--- src/rtl/unary_operand_driver.sv ---
// ============================================================================
// Module   : unary_operand_driver
// Purpose  : Converts a binary operand pair into unary A/B pulse trains for the
//            mod-MOD unary adder, drains it in write mode and counts carries.
// Revision : 1.0 - initial release
// ============================================================================
`timescale 1ns/1ps
`default_nettype none

module unary_operand_driver #(
  parameter int WIDTH        = 4,
  parameter int MOD          = 12,
  parameter int WRITE_CYCLES = MOD - 1
) (
  input  logic             clk,
  input  logic             rst,
  input  logic             in_valid,
  output logic             in_ready,
  input  logic [WIDTH-1:0] a_val,
  input  logic [WIDTH-1:0] b_val,
  input  logic             C_in,
  output logic             A,
  output logic             B,
  output logic             en,
  output logic             read_or_write,
  output logic             busy,
  output logic             done,
  output logic [WIDTH-1:0] carry_count
);

  localparam int c_WCW = (WRITE_CYCLES < 2) ? 1 : $clog2(WRITE_CYCLES + 1);

  localparam logic [1:0] c_ST_IDLE  = 2'd0;
  localparam logic [1:0] c_ST_READ  = 2'd1;
  localparam logic [1:0] c_ST_WRITE = 2'd2;
  localparam logic [1:0] c_ST_DONE  = 2'd3;

  localparam logic [WIDTH-1:0] c_CARRY_MAX = '1;
  localparam logic [c_WCW-1:0] c_WR_LOAD   = c_WCW'(WRITE_CYCLES);
  localparam logic [c_WCW-1:0] c_WR_LAST   = c_WCW'(1);

  logic [1:0]       r_state;
  logic [1:0]       w_state_next;
  logic [WIDTH-1:0] r_cnt_a;
  logic [WIDTH-1:0] r_cnt_b;
  logic [WIDTH-1:0] w_cnt_a_next;
  logic [WIDTH-1:0] w_cnt_b_next;
  logic [c_WCW-1:0] r_wr_cnt;
  logic             r_rd_prev;
  logic [WIDTH-1:0] r_carry_count;
  logic             w_accept;
  logic             w_enter_write;

  assign w_accept      = in_valid && (r_state == c_ST_IDLE);
  assign w_cnt_a_next  = (r_cnt_a != '0) ? r_cnt_a - 1'b1 : '0;
  assign w_cnt_b_next  = (r_cnt_b != '0) ? r_cnt_b - 1'b1 : '0;
  assign w_enter_write = (w_state_next == c_ST_WRITE) && (r_state != c_ST_WRITE);

  // State register
  always_ff @(posedge clk or posedge rst) begin
    if (rst) begin
      r_state <= c_ST_IDLE;
    end else begin
      r_state <= w_state_next;
    end
  end

  // Next-state logic
  always_comb begin
    w_state_next = r_state;
    case (r_state)
      c_ST_IDLE: begin
        if (w_accept) begin
          w_state_next = ((a_val == '0) && (b_val == '0)) ? c_ST_WRITE : c_ST_READ;
        end
      end
      c_ST_READ: begin
        if ((w_cnt_a_next == '0) && (w_cnt_b_next == '0)) begin
          w_state_next = c_ST_WRITE;
        end
      end
      c_ST_WRITE: begin
        if (r_wr_cnt == c_WR_LAST) begin
          w_state_next = c_ST_DONE;
        end
      end
      c_ST_DONE: begin
        w_state_next = c_ST_IDLE;
      end
      default: begin
        w_state_next = c_ST_IDLE;
      end
    endcase
  end

  // Operand and write-window counters
  always_ff @(posedge clk or posedge rst) begin
    if (rst) begin
      r_cnt_a  <= '0;
      r_cnt_b  <= '0;
      r_wr_cnt <= '0;
    end else begin
      if (w_accept) begin
        r_cnt_a <= a_val;
        r_cnt_b <= b_val;
      end else if (r_state == c_ST_READ) begin
        r_cnt_a <= w_cnt_a_next;
        r_cnt_b <= w_cnt_b_next;
      end

      if (w_enter_write) begin
        r_wr_cnt <= c_WR_LOAD;
      end else if ((r_state == c_ST_WRITE) && (r_wr_cnt != '0)) begin
        r_wr_cnt <= r_wr_cnt - 1'b1;
      end
    end
  end

  // The adder registers C one cycle after the pulse cycle, so carries are
  // sampled only in the cycle following a read-mode cycle.
  always_ff @(posedge clk or posedge rst) begin
    if (rst) begin
      r_rd_prev     <= 1'b0;
      r_carry_count <= '0;
    end else begin
      r_rd_prev <= (r_state == c_ST_READ);
      if (w_accept) begin
        r_carry_count <= '0;
      end else if (r_rd_prev && C_in && (r_carry_count != c_CARRY_MAX)) begin
        r_carry_count <= r_carry_count + 1'b1;
      end
    end
  end

  // Output decode from registered state only
  always_comb begin
    in_ready      = (r_state == c_ST_IDLE);
    busy          = (r_state != c_ST_IDLE);
    en            = (r_state == c_ST_READ) || (r_state == c_ST_WRITE);
    read_or_write = (r_state == c_ST_WRITE);
    A             = (r_state == c_ST_READ) && (r_cnt_a != '0);
    B             = (r_state == c_ST_READ) && (r_cnt_b != '0);
    done          = (r_state == c_ST_DONE);
    carry_count   = r_carry_count;
  end

endmodule

`default_nettype wire

--- config.mk ---
export PLATFORM = sky130hd
export DESIGN_NAME = unary_operand_driver
export DESIGN_NICKNAME = d
export VERILOG_FILES = /design/src/rtl/unary_operand_driver.sv
export SDC_FILE = /design/constraint.sdc
export NUM_CORES = 1
export LEC_CHECK = 0
export BUFFER_PORTS_ARGS = -buffer_cell sky130_fd_sc_hd__buf_2
export CORE_MARGIN = 2
export CORE_UTILIZATION = 30
export CTS_BUF_LIST = sky130_fd_sc_hd__clkbuf_4
export DETAILED_ROUTE_END_ITERATION = 7
export PLACE_DENSITY = 0.5
export SYNTH_ARGS = -nofsm -noshare
export SYNTH_HDL_FRONTEND = slang
export SYNTH_SLANG_ARGS = --single-unit
--- constraint.sdc ---
create_clock -name clk -period 2.3 [get_ports clk]
set_clock_uncertainty 0.2 [all_clocks]
set_input_delay 0 -clock clk [delete_from_list [all_inputs] [get_ports clk]]
set_output_delay 0 -clock clk [all_outputs]
set_load 0.1 [all_outputs]
# After elaboration in Yosys (flattened, before gate mapping)
# Cells that the tools add are included.
# classes
n_addsub	4
eq_ne	7
muxes	15
reduce_logical	22
# op_table
operator	count
$mux 4	10
$logic_not 4->1	4
$reduce_bool 4->1	3
$sub 4x1->4 const B	3
$logic_and 1x1->1	9
$mux 2	4
$pmux 2 s4	1
$reduce_bool 2->1	4
$eq 2x2->1 const B	3
$add 4x1->4 const B	1
$eq 4x1->1 const B	1
$ne 4x4->1 const B	1
$eq 2x1->1 const B	1
$logic_not 2->1	1
$ne 2x2->1 const B	1
$logic_or 1x1->1	1
# word_totals
regBits	19
inputBits	12

# Longest topological paths before layout
# Gate-level depths: netlist of run 1.
# logic_depth
depth_word	9
depth_mapped	7
depth_no_buf	6

# Least setup slack after synthesis of run 1
# Ideal clock, no wire load.
# synth_path
path_type	register to register
startpoint	register r_state[0]
endpoint	register r_wr_cnt[3]
setup_ns	0.124
arrival_time_ns	2.705
slack_ns	-0.729
stages_incl_launch_ff	8
period_less_slack_ns	3.029
cell_sequence	dfrtp_1 -> inv_1 -> ha_1 -> clkbuf_1 -> inv_1 -> a21oi_1 -> a221oi_2 -> a211o_1
# synth_via
elab_chain_len	7
word_cells_on_any_way	15
cone_classes	5 x eq/ne; 5 x mux; 5 x reduce/logical
# synth_lines
item	line_no	text
start: declaration	42	logic [1:0] r_state;
start signal: assignment	62	r_state <= c_ST_IDLE;
start signal: assignment	64	r_state <= w_state_next;
$logic_not 2->1 *	-	
net in_ready	18	output logic in_ready,
$logic_and 1x1->1	54	assign w_accept = in_valid && (r_state == c_ST_IDLE);
$mux 2	73	if (w_accept) begin
$pmux 2 s4 *	71	case (r_state)
$eq 2x2->1 *	57	assign w_enter_write = (w_state_next == c_ST_WRITE) && (r_state != c_ST_WRITE);
$logic_and 1x1->1 *	57	
$mux 4 or $reduce_bool 2->1 (tied branches)	-	
end signal: assignment	112	r_wr_cnt <= c_WR_LOAD;
end signal: assignment	114	r_wr_cnt <= r_wr_cnt - 1'b1;
end: declaration	48	logic [c_WCW-1:0] r_wr_cnt;
# The timed path passes the listed nets; every way through them passes the cells marked *.
# A chain may end at the register's enable or synchronous reset.

# Worst setup path after layout of run 1
# layout_path
startpoint	register r_state[1]
endpoint	output B
# layout_via
elab_chain_len	2
# layout_lines
item	line_no	text
$eq 2x1->1	142	B = (r_state == c_ST_READ) && (r_cnt_b != '0);
$logic_and 1x1->1	142	
end: declaration	23	output logic B,
# Every way passes these cells.

==> flow_summary.json, run 1 <==
{
  "critical-path-top-delay-family": "buffers and inverters",
  "finalNonFillerCells": 212,
  "detailed_placement_wirelength_estimate_mm": 1.90,
  "crit_required_ns": 2.10,
  "timing.setup.critical_path_class": "reg -> out",
  "post-route-cell-area_um2": 1480,
  "syn_area_per_cell_um2": 8.94,
  "first_pass_iters": 4,
  "gpl.final_weighted_congestion": 0.705,
  "run_status": "finished clean",
  "cts_tree": "done",
  "worstPathCellList": "inv_2 -> ha_1 -> inv_1 -> a21oi_1 -> buf_2",
  "maximum_count_of_clock_buffers_along_a_single_path": 2,
  "die_height_um": 65.3,
  "cp-end-kind": "primary output",
  "placementRows": 22,
  "postRouteAntennaNets": 0,
  "first_pass_grt_wire_length_mm": 4.43,
  "setup_repair_after_global_routing_missed_its_margin": "false",
  "vias_per_cell": 4.89,
  "h-tree-depth": 1,
  "cts-buffers-inserted": 3,
  "place.port_buffers": 22,
  "synthTopCellsByArea": "sky130_fd_sc_hd__dfrtp_1 42%, sky130_fd_sc_hd__ha_1 8.9%, sky130_fd_sc_hd__nor2_1 5.0%",
  "cp_num_buf_inv": 3,
  "via_count_of_the_first_global_routing_pass": 1011,
  "insertedDiodeCount": 0,
  "critPathSlowestCell": "sky130_fd_sc_hd__dfrtp_2",
  "width_of_the_die_um": 65.3,
  "boundaryPins": 23,
  "detail_route.iter0.violations": 57,
  "clk_pin_slew_ns": 0.11,
  "clk-insertion-delay-late_ns": 0.29,
  "finalHoldViolations": 0,
  "worst_slew_pin_slew_ns": 0.760,
  "final.period_utilization_pct": 92.4,
  "yosysWarnings": 0,
  "clock-sinks": 19,
  "globalRouteOverflowTotal": 0,
  "routed_wire_length_per_instance_um": 12.5,
  "postSynth.topFlopCell": "sky130_fd_sc_hd__dfrtp_1",
  "dieArea_um2": 4260,
  "maxCapViolCount": 0,
  "mostFrequentLayoutCells": "21 x sky130_fd_sc_hd__buf_2, 18 x sky130_fd_sc_hd__dfrtp_1, 15 x sky130_fd_sc_hd__nor2_1, 12 x sky130_fd_sc_hd__nand2_1, 12 x sky130_fd_sc_hd__dlygate4sd3_1",
  "routed_wirelength_mm": 2.65,
  "report.final.slew_viol_count": 0,
  "leading_cell_type_in_the_layout_fill_and_taps_excluded": "sky130_fd_sc_hd__buf_2",
  "layout_min_cycle_time_ns": 2.13,
  "syn-cell-area_um2": 1130,
  "worst-endpoint-arrival_ns": 1.93,
  "setup_viol_count_final": 0,
  "grt_max_degree": 20,
  "timing.max_slew.rel_slack_pct": 49.3,
  "startpoint_type": "register",
  "hold_class": "in -> async",
  "yosysSeqAreaShare_pct": 42.2,
  "number_of_distinct_library_cells_after_synthesis": 33,
  "crit_fanout": 8,
  "post_synth_inst_count": 126,
  "timing_limited_maximum_frequency_ghz": 0.471,
  "grtUsageTotal_pct": 13.4,
  "design.core.area_um2": 3630,
  "syn-num-nets": 146,
  "dr_vias": 1037,
  "synth_top_cell_area_share_pct": 42.2,
  "antenna_found_initial": 0,
  "number_of_enable_flip_flop_cells_after_synthesis": 0,
  "synthDominantAreaCellType": "sky130_fd_sc_hd__dfrtp_1",
  "drt_drc_violations_left": 0,
  "critical_path.max_stage_delay_ns": 0.48,
  "place_inst": 196,
  "post_route_cells_drive_above_1_share_pct": 24.4,
  "finalNetCount": 185,
  "layout.core_utilization_pct": 40.6,
  "postSynthRegisterBits": 19,
  "start_util_pct": 31.0,
  "async_flop_share_pct": 100,
  "dpl-instance-area_um2": 1320,
  "clock-root-buffer": "sky130_fd_sc_hd__clkbuf_4",
  "area.growth.synth_to_final_pct": 31.1
}
-- cell families after synthesis --
family / count (synthesis) / share of synthesized area (%)
buffers and inverters: 12 / 4.11
adder cells (fa/ha/maj): 8 / 8.89
AND/OR/NAND/NOR: 48 / 21.7
AO/OA/AOI/OAI: 35 / 20.0
flip-flops: 19 / 42.2
XOR/XNOR: 4 / 3.11
-- area by class of cell --
cell class	instances	area, um2
Inverter	10	41.3
Tap cell	48	60.1
Fill cell	379	2160
Multi-Input combinational cell	95	621
Timing Repair Buffer	36	248
Clock buffer	4	30.0
Sequential cell	19	477
-- flip-flops by register name, summed over array words and instances (netlist names) --
register / flops
r_wr_cnt: 4
r_rd_prev: 1
carry_count: 4
r_cnt_a: 4
r_state: 2
r_cnt_b: 4
-- worst min-delay path, delay by kind of cell --
kind | cells | cell delay [ns]
buf+inv | 3 | 1.20
-- per-stage QoR --
step / TNS (ns) / worst slack, ns / hold slack (ns)
4_1_cts: 0 / 0.104 / 0.192
5_1_grt: 0 / 0.0450 / 0.231
6_report: 0 / 0.175 / 0.173
3_3_place_gp: 0 / 0.339 / -0.0140
2_1_floorplan: -1.10 / -0.294 / -0.249
3_5_place_dp: 0 / 0.293 / -0.0126
-- repair_timing --
item,in CTS,in global routing
hold endpoints to repair,33,0
setup buffers,0,0
setup endpoints to repair,0,1
hold buffers,12,0
resized for setup,0,1
-- layer usage --
metal	up-vias	track usage (%)	share of wire [%]
met5	-	0	0
li1	524	-	-
met4	0	2.34	0.60
met2	25	23.9	47
met1	486	16.3	49
met3	2	3.60	3.2
-- worst paths after layout --
check                      cells past startpoint               startpoint  slack [ns]                       to
min in group clk                               4                 a_val[3]        0.27   r_cnt_a[3]$_DFFE_PP0P_
setup / recovery                               5     r_state[1]$_DFF_PP0_        0.17                        B
hold / removal                                 3                      rst        0.17  r_wr_cnt[2]$_DFFE_PP0P_
max in group asynchronous                      3                      rst        1.21     r_state[1]$_DFF_PP0_
setup reg to reg                               6     r_state[0]$_DFF_PP0_        0.27   r_cnt_a[2]$_DFFE_PP0P_
hold reg to reg                                1  r_wr_cnt[1]$_DFFE_PP0P_        0.33  r_wr_cnt[1]$_DFFE_PP0P_
-- cells in the mapped netlist (all sizes together) (2+ instances only) --
master / number
dfrtp: 19
nor2: 15
nor3: 6
a211o: 2
or4b: 2
nand3: 4
xnor2: 4
nor4: 2
nand2: 12
ha: 8
a21oi: 11
inv: 10
nand2b: 3
a31oi: 4
o21ai: 8
o311ai: 2
a211oi: 2
Power of run 1 is not shown: default switching activity piles up to over one toggle a cycle in this logic, so the estimate is an artifact.
==> run 2, diff against run 1 <==
CORE_ASPECT_RATIO = 1.1   (was not set)
CORE_UTILIZATION = 52   (was 30)
MAX_ROUTING_LAYER = met4   (was not set)
PLACE_DENSITY = 0.77   (was 0.5)
==> run 2 against run 1 <==
Non-clock buffer count decreased by 2. Sequential share of layout area increased by 1.0 points. Die area fell by 40%. Flip-flop and latch count did not move. Global-route usage up 10 points. Cell count is 10% lower. Core utilization up 30 points. Register-to-register slack about the same. Count of clock-buffer cells in the layout unchanged. Wire length down 2.5%. Via count rose by 1.9%. First-iteration DRC count decreased by 54%. Highest routed layer unchanged.
==> flow_summary.json, run 2 (synthesized netlist as in run 1, its figures left out) <==
{
  "start_util_pct": 55.7,
  "cts.repair_timing.setup_buffer_count": 0,
  "place_inst": 175,
  "maxCapViolCount": 0,
  "finalHoldViolations": 0,
  "critPathSlowestCell": "sky130_fd_sc_hd__dfrtp_2",
  "place.port_buffers": 22,
  "die_height_um": 52.8,
  "clock-root-buffer": "sky130_fd_sc_hd__clkbuf_4",
  "worst_reg2reg_path_depth": 5,
  "placementRows": 17,
  "area.sequential_um2": 477,
  "setup_viol_count_final": 0,
  "startpoint_type": "register",
  "detailed_placement_wirelength_estimate_mm": 1.74,
  "first_pass_grt_wire_length_mm": 4.46,
  "worst_r2r_startpoint": "r_state[1]$_DFF_PP0_",
  "h-tree-depth": 1,
  "via_count_of_the_first_global_routing_pass": 1028,
  "worst_slew_pin_slew_ns": 0.722,
  "gpl.final_weighted_congestion": 0.853,
  "finalNetCount": 183,
  "worstPathCellList": "inv_2 -> ha_1 -> inv_1 -> a21oi_1 -> buf_2",
  "drt_drc_violations_left": 0,
  "globalRouteOverflowTotal": 0,
  "layout_min_cycle_time_ns": 2.17,
  "antenna_found_initial": 0,
  "cts-buffers-inserted": 3,
  "area.growth.synth_to_final_pct": 27.1,
  "timing.max_slew.rel_slack_pct": 51.8,
  "worst-endpoint-arrival_ns": 1.97,
  "run_status": "finished clean",
  "fillers": 169,
  "timing.rr.end": "r_cnt_b[2]$_DFFE_PP0P_",
  "mostFrequentLayoutCells": "22 x sky130_fd_sc_hd__buf_2, 18 x sky130_fd_sc_hd__dfrtp_1, 15 x sky130_fd_sc_hd__nor2_1, 12 x sky130_fd_sc_hd__nand2_1, 11 x sky130_fd_sc_hd__dlygate4sd3_1",
  "multi_input_comb_area_um2": 621,
  "boundaryPins": 23,
  "timing_limited_maximum_frequency_ghz": 0.461,
  "width_of_the_die_um": 48.4,
  "finalNonFillerCells": 190,
  "first_pass_iters": 4,
  "maximum_count_of_clock_buffers_along_a_single_path": 2,
  "routed_wire_length_per_instance_um": 13.6,
  "crit_fanout": 8,
  "setup_repair_after_global_routing_missed_its_margin": "false",
  "dr_vias": 1057,
  "grtUsageTotal_pct": 23.5,
  "dieArea_um2": 2550,
  "clock-sinks": 19,
  "r2r_slack_ns": 0.28,
  "leading_cell_type_in_the_layout_fill_and_taps_excluded": "sky130_fd_sc_hd__buf_2",
  "vias_per_cell": 5.56,
  "postRouteAntennaNets": 0,
  "post_route_cells_drive_above_1_share_pct": 24.1,
  "grt_max_degree": 20,
  "clk_pin_slew_ns": 0.11,
  "hold_class": "in -> async",
  "routed_wirelength_mm": 2.58,
  "design.core.area_um2": 2020,
  "cp-end-kind": "primary output",
  "timing.setup.critical_path_class": "reg -> out",
  "detail_route.iter0.violations": 26,
  "crit_required_ns": 2.10,
  "cts_tree": "done",
  "report.final.slew_viol_count": 0,
  "critical_path.max_stage_delay_ns": 0.47,
  "clk-insertion-delay-late_ns": 0.30,
  "final.period_utilization_pct": 94.3,
  "insertedDiodeCount": 0
}
## run 2: stage by stage
step                hold WS (ns)  util [%]  setup slack [ns]  TNS, ns  instance area (um2)
finish                     0.147      70.8             0.132        0                 1430
global route               0.224      70.8           0.00771        0                 1430
CTS                        0.169      70.8             0.133        0                 1430
detailed placement       -0.0478      63.9             0.311        0                 1290
global placement         -0.0444      63.9             0.369        0                 1290
floorplan                 -0.249         -            -0.294    -1.10                 1160
## run 2: area by class of cell
class	instances	share of cell area (%)
multi-input cells	95	43.4
well taps	28	2.45
repair buffers	34	15.9
inverters	10	2.88
clock buffers	4	2.10
flip-flops and latches	19	33.3
## run 2: how the worst max path moves through the flow
| stage | from | slack (ns) | cells past startpoint | to |
|---|---|---|---|---|
| finish | r_state[1]$_DFF_PP0_ | 0.13 | 5 | B |
| global route | r_state[1]$_DFF_PP0_ | 0.008 | 5 | B |
| CTS | r_state[1]$_DFF_PP0_ | 0.13 | 5 | B |
| detailed placement | r_state[1]$_DFF_PP0_ | 0.31 | 5 | r_cnt_a[2]$_DFFE_PP0P_ |
| global placement | r_state[1]$_DFF_PP0_ | 0.37 | 5 | r_cnt_b[2]$_DFFE_PP0P_ |
| floorplan | r_state[1]$_DFF_PP0_ | -0.29 | 4 | A |
## run 2: timing repair
action | 4_1_cts | 5_1_grt
gates resized for setup | 0 | 0
hold endpoints to repair | 32 | 0
hold buffers | 11 | 0
## run 2: layer usage
metal / track usage (%) / part of all wire, %
met5: - / 0
met4: 7.62 / 1.3
met3: 2.86 / 3.3
met2: 43.5 / 51
met1: 26.9 / 44
## run 2: worst max-delay path: cells and delay by family, from the launching register on
family	cells	cell delay [ns]
buffers and inverters	3	0.69
adder cells (fa/ha/maj)	1	0.34
AO/OA/AOI/OAI	1	0.16
flip-flops	1	0.47
Power of run 2 is left out for the same reason.
